[config.mk]
export PLATFORM = sky130hd
export DESIGN_NAME = stack_ctrl
export DESIGN_NICKNAME = d
export VERILOG_FILES = /design/src/rtl/stack_pkg.sv /design/src/rtl/stack_ctrl.sv
export SDC_FILE = /design/constraint.sdc
export NUM_CORES = 1
export LEC_CHECK = 0
export BUFFER_PORTS_ARGS = -buffer_cell sky130_fd_sc_hd__buf_2
export CAP_MARGIN = 10
export CORE_UTILIZATION = 34
export DETAILED_ROUTE_END_ITERATION = 7
export PLACE_DENSITY = 0.76
export REMOVE_ABC_BUFFERS = 1
export SLEW_MARGIN = 0
export SYNTH_ARGS = -nofsm -noshare
export SYNTH_HDL_FRONTEND = slang
export SYNTH_SLANG_ARGS = --single-unit
[constraint.sdc]
create_clock -name clk -period 2.2 [get_ports clk]
set_input_delay 0.33 -clock clk [delete_from_list [all_inputs] [get_ports clk]]
set_output_delay 0.33 -clock clk [all_outputs]
set_load 0.05 [all_outputs]
[src/rtl/stack_pkg.sv]
// ============================================================================
// Module   : stack_pkg
// Purpose  : Shared encodings and defaults for the stack push/pop sequencer.
// Revision : 1.0 - initial release
// ============================================================================
`default_nettype none

package stack_pkg;

    localparam logic OP_PUSH = 1'b0;
    localparam logic OP_POP  = 1'b1;

    typedef logic [2:0] state_t;

    localparam state_t S_IDLE    = 3'd0;
    localparam state_t S_PUSH    = 3'd1;
    localparam state_t S_POP_RD  = 3'd2;
    localparam state_t S_POP_CAP = 3'd3;
    localparam state_t S_RESP    = 3'd4;

    localparam logic [15:0] SP_TOP_DEF   = 16'h01FF;
    localparam logic [15:0] SP_LIMIT_DEF = 16'h0100;

endpackage

`default_nettype wire

[src/rtl/stack_ctrl.sv]
// ============================================================================
// Module   : stack_ctrl
// Purpose  : Push/pop sequencer driving stack RAM and external SP inc/dec.
//            Optional high-water mark register enabled by STACK_CTRL_HWM_EN.
// Revision : 1.0 - initial release
// ============================================================================
`default_nettype none

module stack_ctrl
    import stack_pkg::*;
#(
    parameter int          AW       = 16,
    parameter int          DW       = 16,
    parameter logic [AW-1:0] SP_TOP   = SP_TOP_DEF,
    parameter logic [AW-1:0] SP_LIMIT = SP_LIMIT_DEF
) (
    input  logic          clk,
    input  logic          rst,
    input  logic          req_valid,
    output logic          req_ready,
    input  logic          req_op,
    input  logic [DW-1:0] req_data,
    output logic          resp_valid,
    input  logic          resp_ready,
    output logic [DW-1:0] resp_data,
    output logic          resp_err,
    input  logic [AW-1:0] sp_in,
    output logic          sp_inc,
    output logic          sp_dec,
    output logic [AW-1:0] mem_addr,
    output logic          mem_we,
    output logic          mem_re,
    output logic [DW-1:0] mem_wdata,
    input  logic [DW-1:0] mem_rdata,
    output logic [AW-1:0] hwm
);

    localparam logic [AW-1:0] ONE     = {{(AW-1){1'b0}}, 1'b1};
    localparam logic [AW-1:0] SP_FULL = SP_LIMIT - ONE;

    state_t        r_state;
    state_t        w_next_state;
    logic [DW-1:0] r_data;
    logic          w_accept;
    logic          w_err;
    logic [AW-1:0] w_sp_below;

    assign w_accept   = (r_state == S_IDLE) && req_valid;
    assign w_err      = (req_op == OP_PUSH) ? (sp_in == SP_FULL) : (sp_in == SP_TOP);
    assign w_sp_below = sp_in - ONE;

    // State register
    always_ff @(posedge clk or negedge rst) begin
        if (!rst) begin
            r_state <= S_IDLE;
        end else begin
            r_state <= w_next_state;
        end
    end

    // Next-state logic
    always_comb begin
        w_next_state = r_state;
        case (r_state)
            S_IDLE: begin
                if (req_valid) begin
                    if (w_err) begin
                        w_next_state = S_RESP;
                    end else if (req_op == OP_PUSH) begin
                        w_next_state = S_PUSH;
                    end else begin
                        w_next_state = S_POP_RD;
                    end
                end
            end
            S_PUSH:    w_next_state = S_RESP;
            S_POP_RD:  w_next_state = S_POP_CAP;
            S_POP_CAP: w_next_state = S_RESP;
            S_RESP: begin
                if (resp_ready) begin
                    w_next_state = S_IDLE;
                end
            end
            default:   w_next_state = S_IDLE;
        endcase
    end

    // Output decode; RAM and SP strobes exist only in their one-cycle states
    always_comb begin
        req_ready  = 1'b0;
        resp_valid = 1'b0;
        sp_inc     = 1'b0;
        sp_dec     = 1'b0;
        mem_we     = 1'b0;
        mem_re     = 1'b0;
        mem_addr   = '0;
        mem_wdata  = '0;
        case (r_state)
            S_IDLE: req_ready = 1'b1;
            S_PUSH: begin
                mem_we    = 1'b1;
                mem_addr  = sp_in;
                mem_wdata = r_data;
                sp_dec    = 1'b1;
            end
            S_POP_RD: begin
                mem_re   = 1'b1;
                mem_addr = sp_in + ONE;
                sp_inc   = 1'b1;
            end
            S_RESP:  resp_valid = 1'b1;
            default: ;
        endcase
    end

    // Hold registers; resp_data is cleared on accept so pushes and errors return 0
    always_ff @(posedge clk or negedge rst) begin
        if (!rst) begin
            r_data    <= '0;
            resp_data <= '0;
            resp_err  <= 1'b0;
        end else if (w_accept) begin
            r_data    <= req_data;
            resp_data <= '0;
            resp_err  <= w_err;
        end else if (r_state == S_POP_CAP) begin
            resp_data <= mem_rdata;
        end
    end

`ifdef STACK_CTRL_HWM_EN
    logic [AW-1:0] r_hwm;

    always_ff @(posedge clk or negedge rst) begin
        if (!rst) begin
            r_hwm <= SP_TOP;
        end else if ((r_state == S_PUSH) && (w_sp_below < r_hwm)) begin
            r_hwm <= w_sp_below;
        end
    end

    assign hwm = r_hwm;
`else
    logic w_unused;
    assign w_unused = ^w_sp_below;
    assign hwm      = SP_TOP;
`endif

endmodule

`default_nettype wire
==> metrics.txt, run 1 <==
Hold Path Class input port to asynchronous set/reset pin; CP arrival 1.89 ns; fraction of registers with async set/reset 100%; Final Instance Area around 3000 sq um; DR WL met3 between 300 and 400 microns; Num Clock Sinks 36; CTS tree built; top layer in use met4; Synth Area in Compound Gates roughly 17%; Static Leakage 1.55 nW; register bit total from synthesis 36; clk slew on worst S/H paths 0.07 ns; DP Area 2710 sq um; dominant synthesized flop cell dfrtp_1; I/O Buffers 107; largest family of logic cells by synthesized area simple AND/OR/NAND/NOR gates; Req. time, crit path around 1.9 ns; R2R depth 6; Synth Area in XOR/XNOR less than 1%; Final Skew approximately 0.0025 ns; R2R Path End r_data[1]$_DFFE_PN0P_; metal2 WL 2.98 mm; outcome finished, violations left; Final #Nets slightly above 400; internal reg-to-reg setup slack 0.45 ns; placed wire-length estimate around 3.8 mm; GR Overflow Total 0; Worst setup EP type output pin; RSZ-0062 raised after global routing yes; DR iter-0 viols 69; met1 wire length 2.30 mm; std cell rows 28; relative slew slack 47.4%; CTS H-tree depth 2; critical path endpoint mem_addr[14]; Post-Place Worst Slack 0.0240 ns; Clock Tree Buf Depth 2; clock buffer count from CTS 5; RR Startpoint r_state[2]$_DFFE_PN0P_; Post-synth EDFFs 0; gp weighted congestion about 0.77; Synth Area in Adders 0.571%; Post-Syn Area 2190 sq um; achievable frequency 0.451 GHz; Final Max Tran Viols 0; Area growth syn-to-layout 39.6%; clock tree root driver cell clkbuf_8; die span in y a little over 80 microns; setup violators final 2; Avg Vias per Cell 4.89; IO Pins 124; failing checks negative setup slack; Peak VDD IR 0.000811 V; Pwr Density about 1600 nW/um^2; hold buffers post-CTS 0; Skew-Pair Late Insertion Delay 0.28 ns; residual DRC count 0; post-synth cell types 42; # diodes 0; crit start category flop; share of cells above drive strength 1 between 40 and 50%; full die area between 6000 and 7000 sq um; fill count 600; Final ANT Viol Nets 0; final worst slack -0.0157 ns; Initial Util between 30 and 40%; Worst-Margin Slew 0.789 ns; vias post-DR 2,111; Final Hold Viols 0; Avg WL per Cell 13.3 microns; antenna violations before repair 0; GRT Total Usage 16.3%; post-synthesis mux area share 8.68%; average size of a mapped cell 8.95 sq um; Core Area just over 6000 sq um; crit path time final 2.22 ns; CP Class flop to output pin; first-pass GRT wire length 8.47 mm; largest net degree at the start of global routing 37; Mapped Cells 245; YS warnings 0; worst hold slack between 0.1 and 0.15 ns; max_cap viols 0; vias in the first global route 1,928; Pre-Repair DR Iteration Count 4; Die Wd 82.3 microns; crit-path max FO 8; Tcrit/Tclk final 101%; Post-Synth Simple-Gate Area 19.6%; routed wire length 5.75 mm; crit path from r_state[0]$_DFFE_PN0P_; sequential area share after synthesis 41.1%; total power 4.91 mW
worst min path at each step:
| stage | from | endpoint | slack, ns | cells after the start |
|---|---|---|---|---|
| final | rst | resp_data[12]$_DFFE_PN0P_ | 0.12 | 1 |
| after floorplan | rst | r_data[0]$_DFFE_PN0P_ | 0.03 | 0 |
| after detailed placement | rst | resp_data[11]$_DFFE_PN0P_ | 0.47 | 1 |
| after global routing | rst | resp_data[12]$_DFFE_PN0P_ | 0.21 | 1 |
| after global placement | rst | resp_data[6]$_DFFE_PN0P_ | 0.46 | 1 |
| after CTS | rst | resp_data[12]$_DFFE_PN0P_ | 0.15 | 1 |
cells in the mapped netlist, types with 2 or more instances:
| cell | instances | area (sq um) |
|---|---|---|
| nand3_1 | 2 | 10.0 |
| mux2_2 | 16 | 180 |
| o21ai_1 | 3 | 15.0 |
| and2_1 | 17 | 106 |
| inv_1 | 5 | 18.8 |
| o21ai_0 | 16 | 80.1 |
| buf_2 | 8 | 40.0 |
| buf_4 | 20 | 150 |
| nor2_1 | 4 | 15.0 |
| a31oi_1 | 9 | 56.3 |
| conb_1 | 2 | 7.51 |
| dfrtp_1 | 36 | 901 |
| a21o_1 | 2 | 15.0 |
| and3_1 | 5 | 31.3 |
| a31o_2 | 3 | 26.3 |
| and4_1 | 3 | 26.3 |
| a21oi_1 | 20 | 100 |
| nand4_1 | 3 | 18.8 |
| buf_6 | 3 | 33.8 |
| a41oi_1 | 3 | 26.3 |
| clkbuf_1 | 3 | 11.3 |
| nor3_1 | 2 | 10.0 |
| nand2_1 | 41 | 154 |
state kept, by name, indices dropped and copies added (netlist names):
name / count
r_state: 3
r_data: 16
resp_data: 16
resp_err: 1
per-stage QoR:
step | std cells | TNS (ns) | utilization [%]
after floorplan | 224 | -12.50 | -
after global placement | 415 | 0 | 44.8
after detailed placement | 415 | 0 | 44.8
after CTS | 429 | -0.0463 | 47.8
after global routing | 432 | -0.744 | 50.5
final | 432 | -0.0276 | 50.5
placed cells by master, fill, tap and decap left out, types with 2 or more instances in the layout:
cell type  instances
and2_1            17
a21o_1             2
conb_1            16
and3_1             5
inv_1              4
buf_2             76
o21ai_0           11
and4_1             3
a31oi_1            9
a31o_2             3
o21ai_1            6
o31ai_2            2
a21oi_2            2
clkbuf_8           5
buf_6              6
mux2_2            16
a21oi_1           18
dfrtp_1           36
nor2_1             4
buf_12             2
clkbuf_4          16
clkbuf_16          2
buf_4             23
nand4_1            3
nand2_1           41
o21ai_2            2
nor3_1             2
a41oi_1            3
final cells by class:
cell class                      count  area, sq um  area share [%]
Tap cell                           75         93.8            3.07
Inverter                            6         30.0           0.982
Sequential cell                    36          901            29.4
Clock inverter                      1         5.00           0.164
Clock buffer                        6         72.6            2.37
Timing Repair Buffer              126          846            27.6
Multi-Input combinational cell    182         1110            36.3
where the power goes:
group	internal, mW	switching [mW]	leakage, nW	total, mW
Combinational	1.12	2.23	1.05	3.36
Clock	0.215	0.222	0.0410	0.437
Sequential	0.974	0.146	0.459	1.12
Total	2.31	2.60	1.55	4.91
layer usage:
metal  GRT usage [%]  up-vias
li1                -     1036
met1            17.9      965
met2            30.1      101
met3            4.07        9
met4            5.96        0
met5               0        -
cells by family (layout without fill, tap and decap cells):
family	count (synthesis)	in the layout
buffers and inverters	41	139
AOI/OAI and AO/OA	62	62
xor gates and xnor gates	1	1
and+or+nand+nor	85	85
other	2	16
adders and majority gates	1	1
DFF	36	36
muxes	17	17
repair_timing:
item | CTS | global route
pin swaps | 1 | 2
resized for setup | 16 | 42
endpoints found under the setup margin | 30 | 32
setup buffers | 7 | 1
gates cloned | 0 | 2
critical path, cell delays in order, from the launching register on:
cell	delay, ns
dfrtp_1	0.40
or3b_4	0.46
inv_8	0.10
and3_4	0.21
a21oi_2	0.05
a31oi_1	0.15
buf_4	0.22
(Power assumes the default switching activity.)
==> run 2: changes to the inputs <==
- PLACE_DENSITY: 0.76 -> 0.74
==> run 2 against run 1 <==
Effect of this change:
- the run still ends with negative setup slack left
- via count increased by 4.1%
- worst setup slack got worse by 0.026 ns
- sequential share of layout area decreased by 0.084 points
- design area grew 0.29%
- sequential cell count stayed put
- utilization rose by 0.14 points
- routed wire length is 3.9% higher
- worst hold slack better by 0.010 ns
- combinational power about the same
- clock skew about the same
- non-clock buffer count increased by 2
- critical path type unchanged
- critical endpoint is now mem_addr[12]
==> metrics.txt, run 2 (synthesized netlist as in run 1, its figures left out) <==
clk slew on worst S/H paths 0.07 ns (about the same); max_cap viols 0 (unchanged); Worst-Margin Slew 0.818 ns (was 0.789 ns); Clock Tree Buf Depth 2 (unchanged); Pwr Density 1610 nW/um^2 (about the same); Buffers & Inverters on Critical Path 2 (unchanged); Sequential Area 901 sq um (unchanged); most common cell after layout, fill and taps aside buf_2 (unchanged); GR Overflow Total 0 (unchanged); crit-path cells or3b_4 -> inv_8 -> and3_4 -> nand3_2 -> o21ai_2 -> buf_6 (was or3b_4 -> inv_8 -> and3_4 -> a21oi_2 -> a31oi_1 -> buf_4); antenna violations before repair 0 (unchanged); gp weighted congestion 0.777 (was 0.772); Static Leakage 1.58 nW (was 1.55 nW); largest net degree at the start of global routing 37 (unchanged); Top delay family on crit path simple AND/OR/NAND/NOR gates (unchanged); Peak VDD IR 0.000895 V (was 0.000811 V); vias in the first global route 1,978 (was 1,928); first-pass GRT wire length 8.46 mm (was 8.47 mm); fill count 576 (was 600); I/O Buffers 107 (unchanged); Final Max Tran Viols 0 (unchanged); RSZ-0062 raised after global routing yes (unchanged); Core Area 6060 sq um (unchanged); crit-path max FO 7 (was 8); residual DRC count 0 (unchanged); CTS tree built (unchanged); DR iter-0 viols 66 (was 69); most frequent cells in the layout buf_2, nand2_1, dfrtp_1 (unchanged); R2R depth 7 (was 6); Skew-Pair Late Insertion Delay 0.28 ns (about the same); failing checks negative setup slack (unchanged); Num Clock Sinks 36 (unchanged); vias post-DR 2,197 (was 2,111); final worst slack -0.0416 ns (was -0.0157 ns); clock buffer count from CTS 5 (unchanged); Multi-input gate area 1130 sq um (was 1110 sq um); Largest regs r_data: 16 flops, resp_data: 16 flops, r_state: 3 flops (unchanged); share of cells above drive strength 1 46.5% (was 45.9%); achievable frequency 0.446 GHz (was 0.451 GHz); Final #Nets 415 (was 411); total negative slack -0.0926 ns (was -0.0276 ns); CP Class flop to output pin (unchanged); Req. time, crit path 1.87 ns (about the same); CP arrival 1.91 ns (was 1.89 ns); R2R Path End r_data[4]$_DFFE_PN0P_ (was r_data[1]$_DFFE_PN0P_); CTS H-tree depth 2 (unchanged); slowest CP cell or3b_4 (unchanged); std cell rows 28 (unchanged); crit path time final 2.24 ns (was 2.22 ns); full die area 6770 sq um (unchanged); worst hold slack 0.131 ns (was 0.121 ns); Area growth syn-to-layout 40.0% (was 39.6%); placed wire-length estimate 3.85 mm (was 3.83 mm); # diodes 0 (unchanged); outcome finished, violations left (unchanged); Die Wd 82.3 microns (unchanged); die span in y 82.3 microns (unchanged); Final Skew 0.00253 ns (was 0.00246 ns); relative slew slack 45.4% (was 47.4%); Avg Vias per Cell 5.04 (was 4.89); Core Util, Final 50.6% (was 50.5%); routed wire length 5.97 mm (was 5.75 mm); Final ANT Viol Nets 0 (unchanged); Avg WL per Cell 13.7 microns (was 13.3 microns); internal reg-to-reg setup slack 0.32 ns (was 0.45 ns); Final Hold Viols 0 (unchanged); Pre-Repair DR Iteration Count 4 (unchanged); CP peak stage delay 0.49 ns (was 0.46 ns); Initial Util 36.2% (unchanged); RR Startpoint r_state[0]$_DFFE_PN0P_ (was r_state[2]$_DFFE_PN0P_); Hold Path Class input port to asynchronous set/reset pin (unchanged); crit start category flop (unchanged); IO Pins 124 (unchanged); clock tree root driver cell clkbuf_8 (unchanged); setup violators final 3 (was 2); Worst setup EP type output pin (unchanged); Tcrit/Tclk final 102% (was 101%); GRT Total Usage 15.9% (was 16.3%)
-- run 2: how the worst max path moves through the flow --
stage	from	to	slack, ns	cells after the start
2_1_floorplan	r_state[1]$_DFFE_PN0P_	mem_addr[7]	-0.65	4
3_3_place_gp	r_state[2]$_DFFE_PN0P_	mem_addr[14]	0.10	6
3_5_place_dp	r_state[2]$_DFFE_PN0P_	mem_addr[14]	0.05	6
4_1_cts	r_state[0]$_DFFE_PN0P_	mem_addr[14]	-0.03	6
5_1_grt	r_state[2]$_DFFE_PN0P_	mem_addr[12]	-0.11	6
6_report	r_state[2]$_DFFE_PN0P_	mem_addr[12]	-0.04	6
-- run 2: timing repair --
item | CTS | global route
pin swaps | 1 | 5
buffers inserted | 3 | 7
cloned | 1 | 3
hold buffers | 0 | 0
resized for setup | 16 | 34
setup endpoints to repair | 32 | 32
-- run 2: layout make-up --
cell class | instances | area share (%)
Clock inverter | 1 | 0.163
Timing Repair Buffer | 128 | 27.0
Tap cell | 75 | 3.06
Timing Repair inverter | 1 | 0.204
Multi-Input combinational cell | 183 | 36.9
Sequential cell | 36 | 29.4
Inverter | 6 | 0.979
Clock buffer | 6 | 2.37
-- run 2: worst register-to-register path: cells and delay by family (launching register included) --
family,cells,cell delay (ns)
and+or+nand+nor,3,0.34
DFF,1,0.41
buffers and inverters,3,0.61
muxes,1,0.40
-- run 2: through the flow --
stage          worst slack (ns)  power [mW]  cell area [sq um]  std cells
4_1_cts                 -0.0335        4.68               2870        426
3_3_place_gp              0.101        4.05               2710        415
6_report                -0.0416        4.95               3070        436
5_1_grt                  -0.112        5.23               3070        436
2_1_floorplan            -0.652        3.34               2000        224
3_5_place_dp             0.0510        4.11               2710        415
-- run 2: power by group --
group	leakage (nW)	total, mW	switching [mW]	internal, mW
combinational	1.08	3.39	2.26	1.13
sequential	0.459	1.13	0.151	0.974
clock	0.0410	0.435	0.220	0.215
total	1.58	4.95	2.63	2.31
-- run 2: metal layers --
layer	GRT usage [%]	vias up	wire, microns	share of wire [%]
li1	-	1047	-	-
met1	18.7	1037	2480	41
met2	28.3	105	3040	51
met3	3.74	8	365	6.1
met4	5.26	0	87	1.5
met5	0	-	0	0
==> run 3: changes to the inputs <==
- ABC_AREA: unset -> 1
- PLACE_DENSITY: 0.74 -> 0.73
- SLEW_MARGIN: 0 -> 20
- clock period: 2.2 -> 2.9 ns (I/O delays scaled with it)
==> run 3 against run 2 <==
Effect of this change:
- the flow now finishes without violations
- critical path depth unchanged
- register-to-register slack better by 1.0 ns
- non-clock buffer count fell by 19
- clock-buffer cell count down 1
- area after synthesis grew 7.5%
- cell count increased by 17%
- routed wire length is 6.7% lower
- sequential cell count is the same
- worst setup slack better by 0.32 ns
- critical endpoint is now mem_addr[10]
- highest routed layer is now met3
==> metrics.txt, run 3 <==
Comb pwr share 64.0% (was 68.5%); clock buffer count from CTS 5 (unchanged); Top delay family on crit path buffers and inverters (was simple AND/OR/NAND/NOR gates); post-synth cell types 32 (was 42); top-count cell post-synth inv_1 (was nand2_1); Die Wd 85.2 microns (was 82.3 microns); antenna violations before repair 0 (unchanged); dominant synthesized flop cell dfrtp_1 (unchanged); switching power 2.05 mW (was 2.63 mW); Buffers & Inverters on Critical Path 3 (was 2); vias post-DR 2,308 (was 2,197); clock tree root driver cell clkbuf_8 (unchanged); routed wire length 5.57 mm (was 5.97 mm); max_cap viols 0 (unchanged); achievable frequency 0.382 GHz; relative slew slack 47.9% (was 45.4%); Static Leakage 1.75 nW (was 1.58 nW); Final Hold Viols 0 (unchanged); internal reg-to-reg setup slack 1.35 ns (was 0.32 ns); CP arrival 2.18 ns (was 1.91 ns); Num Clock Sinks 36 (unchanged); Core Area 6530 sq um (was 6060 sq um); GRT Max-Usage Layer met2 (unchanged); Final ANT Viol Nets 0 (unchanged); Final #Nets 487 (was 415); CTS H-tree depth 2 (unchanged); Final Max Tran Viols 0 (unchanged); IO Pins 124 (unchanged); placed wire-length estimate 4.25 mm (was 3.85 mm); clk slew on worst S/H paths 0.07 ns (about the same); global-route track usage on met3 4.18% (was 3.74%); Worst-Margin Slew 0.782 ns (was 0.818 ns); switch share 58.5% (was 53.2%); met2 Use GR 27.5% (was 28.3%); Tcrit/Tclk final 90.3%; internal cell power 1.45 mW (was 2.31 mW); DR iter-0 viols 96 (was 66); residual DRC count 0 (unchanged); sequential fraction of design power 23.8% (was 22.8%); Avg WL per Cell 10.9 microns (was 13.7 microns); setup violators final 0 (was 3); ranking of synthesized cells by area dfrtp_1, inv_1, nand2_1, nor2_1, nand3_1 (was dfrtp_1, mux2_2, nand2_1, buf_4, and2_1); total negative slack 0 ns (was -0.0926 ns); Final Skew 0.00721 ns (was 0.00253 ns); Clock power frac 12.2% (was 8.8%); fill count 679 (was 576); most common cell after layout, fill and taps aside buf_2 (unchanged); # diodes 0 (unchanged); average size of a mapped cell 7.08 sq um (was 8.95 sq um); outcome complete, no violations (was finished, violations left); slowest CP cell dfrtp_1 (was or3b_4); largest net degree at the start of global routing 51 (was 37); vias in the first global route 2,053 (was 1,978); fraction of registers with async set/reset 100% (unchanged); die span in y 85.2 microns (was 82.3 microns); share of cells above drive strength 1 30.9% (was 46.5%); GRT met1 Usage 19.5% (was 18.7%); gp weighted congestion 0.937 (was 0.777); Final Instance Area 2930 sq um (was 3070 sq um); Clock Tree Buf Depth 2 (unchanged); R2R Path End resp_data[11]$_DFFE_PN0P_ (was r_data[4]$_DFFE_PN0P_); Area growth syn-to-layout 24.3% (was 40.0%); sequential area share after synthesis 38.2% (was 41.1%); Req. time, crit path 2.47 ns (was 1.87 ns); Worst setup EP type output pin (unchanged); I/O Buffers 107 (unchanged); crit-path max FO 23 (was 7); Pwr Density 1200 nW/um^2 (was 1610 nW/um^2); Largest regs r_data: 16 flops, resp_data: 16 flops, r_state: 3 flops (unchanged); final std cells w/o fill 511 (was 436); Initial Util 36.1% (was 36.2%); register bit total from synthesis 36 (unchanged); Pre-Repair DR Iteration Count 4 (unchanged); crit path time final ~2.6 ns; std cell rows 29 (was 28); full die area 7270 sq um (was 6770 sq um); R2R depth 4 (was 7); CTS tree built (unchanged); GRT Total Usage 15.6% (was 15.9%); hold buffers post-CTS 0 (unchanged); crit start category flop (unchanged); dpl cells 503 (was 415); Post-synth top cells inv_1, nand2_1, nor2_1 (was nand2_1, dfrtp_1, a21oi_1, buf_4, and2_1); RR Startpoint r_state[2]$_DFFE_PN0P_ (was r_state[0]$_DFFE_PN0P_); final worst slack 0.281 ns (was -0.0416 ns); CP peak stage delay 0.41 ns (was 0.49 ns); Hold Path Class input port to asynchronous set/reset pin (unchanged); Peak VDD IR 0.000505 V (was 0.000895 V); Post-synth EDFFs 0 (unchanged); Skew-Pair Late Insertion Delay 0.28 ns (about the same); Mapped Cells 333 (was 245); first-pass GRT wire length 9.17 mm (was 8.46 mm); Post-Place Worst Slack 0.601 ns (was 0.0510 ns); CP Class flop to output pin (unchanged); crit-path cells inv_1 -> nand2_2 -> nor2_2 -> inv_2 -> o21ai_0 -> buf_2 (was or3b_4 -> inv_8 -> and3_4 -> nand3_2 -> o21ai_2 -> buf_6); GR Overflow Total 0 (unchanged); DP Area 2810 sq um (was 2710 sq um); Gates resized, CTS repair 0 (was 16); Avg Vias per Cell 4.52 (was 5.04); Synth top area share 38.2% (was 41.1%); Post-Syn Area 2360 sq um (was 2190 sq um); largest area contributor in the netlist dfrtp_1 (unchanged); RSZ-0062 raised after global routing no (was yes); setup repair bufs after CTS 0 (was 3); YS warnings 0 (unchanged); most frequent cells in the layout buf_2, inv_1, nand2_1, nor2_1, dfrtp_1 (was buf_2, nand2_1, dfrtp_1)
[run 3: area by class of cell]
class / count / area (sq um) / area share, %
Tap cell: 77 / 96.3 / 3.29
Timing Repair Buffer: 109 / 551 / 18.8
Inverter: 57 / 214 / 7.31
Sequential cell: 36 / 901 / 30.8
Multi-Input combinational cell: 224 / 1050 / 36.0
Clock inverter: 3 / 42.5 / 1.45
Clock buffer: 5 / 68.8 / 2.35
[run 3: through the flow]
step	total power [mW]	utilization (%)	hold slack, ns
after floorplan	2.57	-	0.139
after global placement	3.07	43.0	0.464
after detailed placement	3.10	43.0	0.475
after CTS	3.54	44.8	0.257
after global routing	3.73	44.8	0.280
final	3.50	44.8	0.234
[run 3: worst max path at each step]
| stage | from | endpoint | slack [ns] | depth (start not counted) |
|---|---|---|---|---|
| after global placement | r_state[2]$_DFFE_PN0P_ | mem_addr[6] | 0.68 | 6 |
| after CTS | r_state[2]$_DFFE_PN0P_ | mem_addr[10] | 0.29 | 6 |
| after detailed placement | r_state[2]$_DFFE_PN0P_ | mem_addr[10] | 0.60 | 6 |
| after global routing | r_state[2]$_DFFE_PN0P_ | mem_addr[10] | 0.10 | 6 |
| after floorplan | r_state[2]$_DFFE_PN0P_ | mem_addr[10] | -0.66 | 5 |
| final | r_state[2]$_DFFE_PN0P_ | mem_addr[10] | 0.28 | 6 |
[run 3: routing by layer]
| metal | wire [microns] | vias to the layer above | part of all wire, % |
|---|---|---|---|
| met2 | 2680 | 94 | 48 |
| met1 | 2490 | 1002 | 45 |
| met4 | 0 | 0 | 0 |
| li1 | - | 1212 | - |
| met5 | 0 | - | 0 |
| met3 | 400 | 0 | 7.2 |
[run 3: cells by family (layout without fill, tap and decap cells)]
family,Yosys count,after routing,share of synthesized area [%]
and+or+nand+nor,155,155,29.3
buffers and inverters,87,174,19.4
AOI/OAI and AO/OA,52,52,12.2
DFF,36,36,38.2
other,2,16,0.319
adders and majority gates,1,1,0.531
[run 3: worst reg2reg max path, delay by kind of cell, from the launching register on]
kind / cells / cell delay, ns
buffers and inverters: 2 / 0.49
AND/OR/NAND/NOR: 1 / 0.45
AO/OA/AOI/OAI: 1 / 0.13
flip-flops: 1 / 0.41
[run 3: power groups by stage]
stage          clock (mW)  combinational [mW]  sequential [mW]
3_5_place_dp            0                2.26            0.843
4_1_cts             0.442                2.26            0.835
5_1_grt             0.464                2.40            0.864
6_report            0.427                2.24            0.835
2_1_floorplan           0                1.36             1.21
3_3_place_gp            0                2.23            0.838
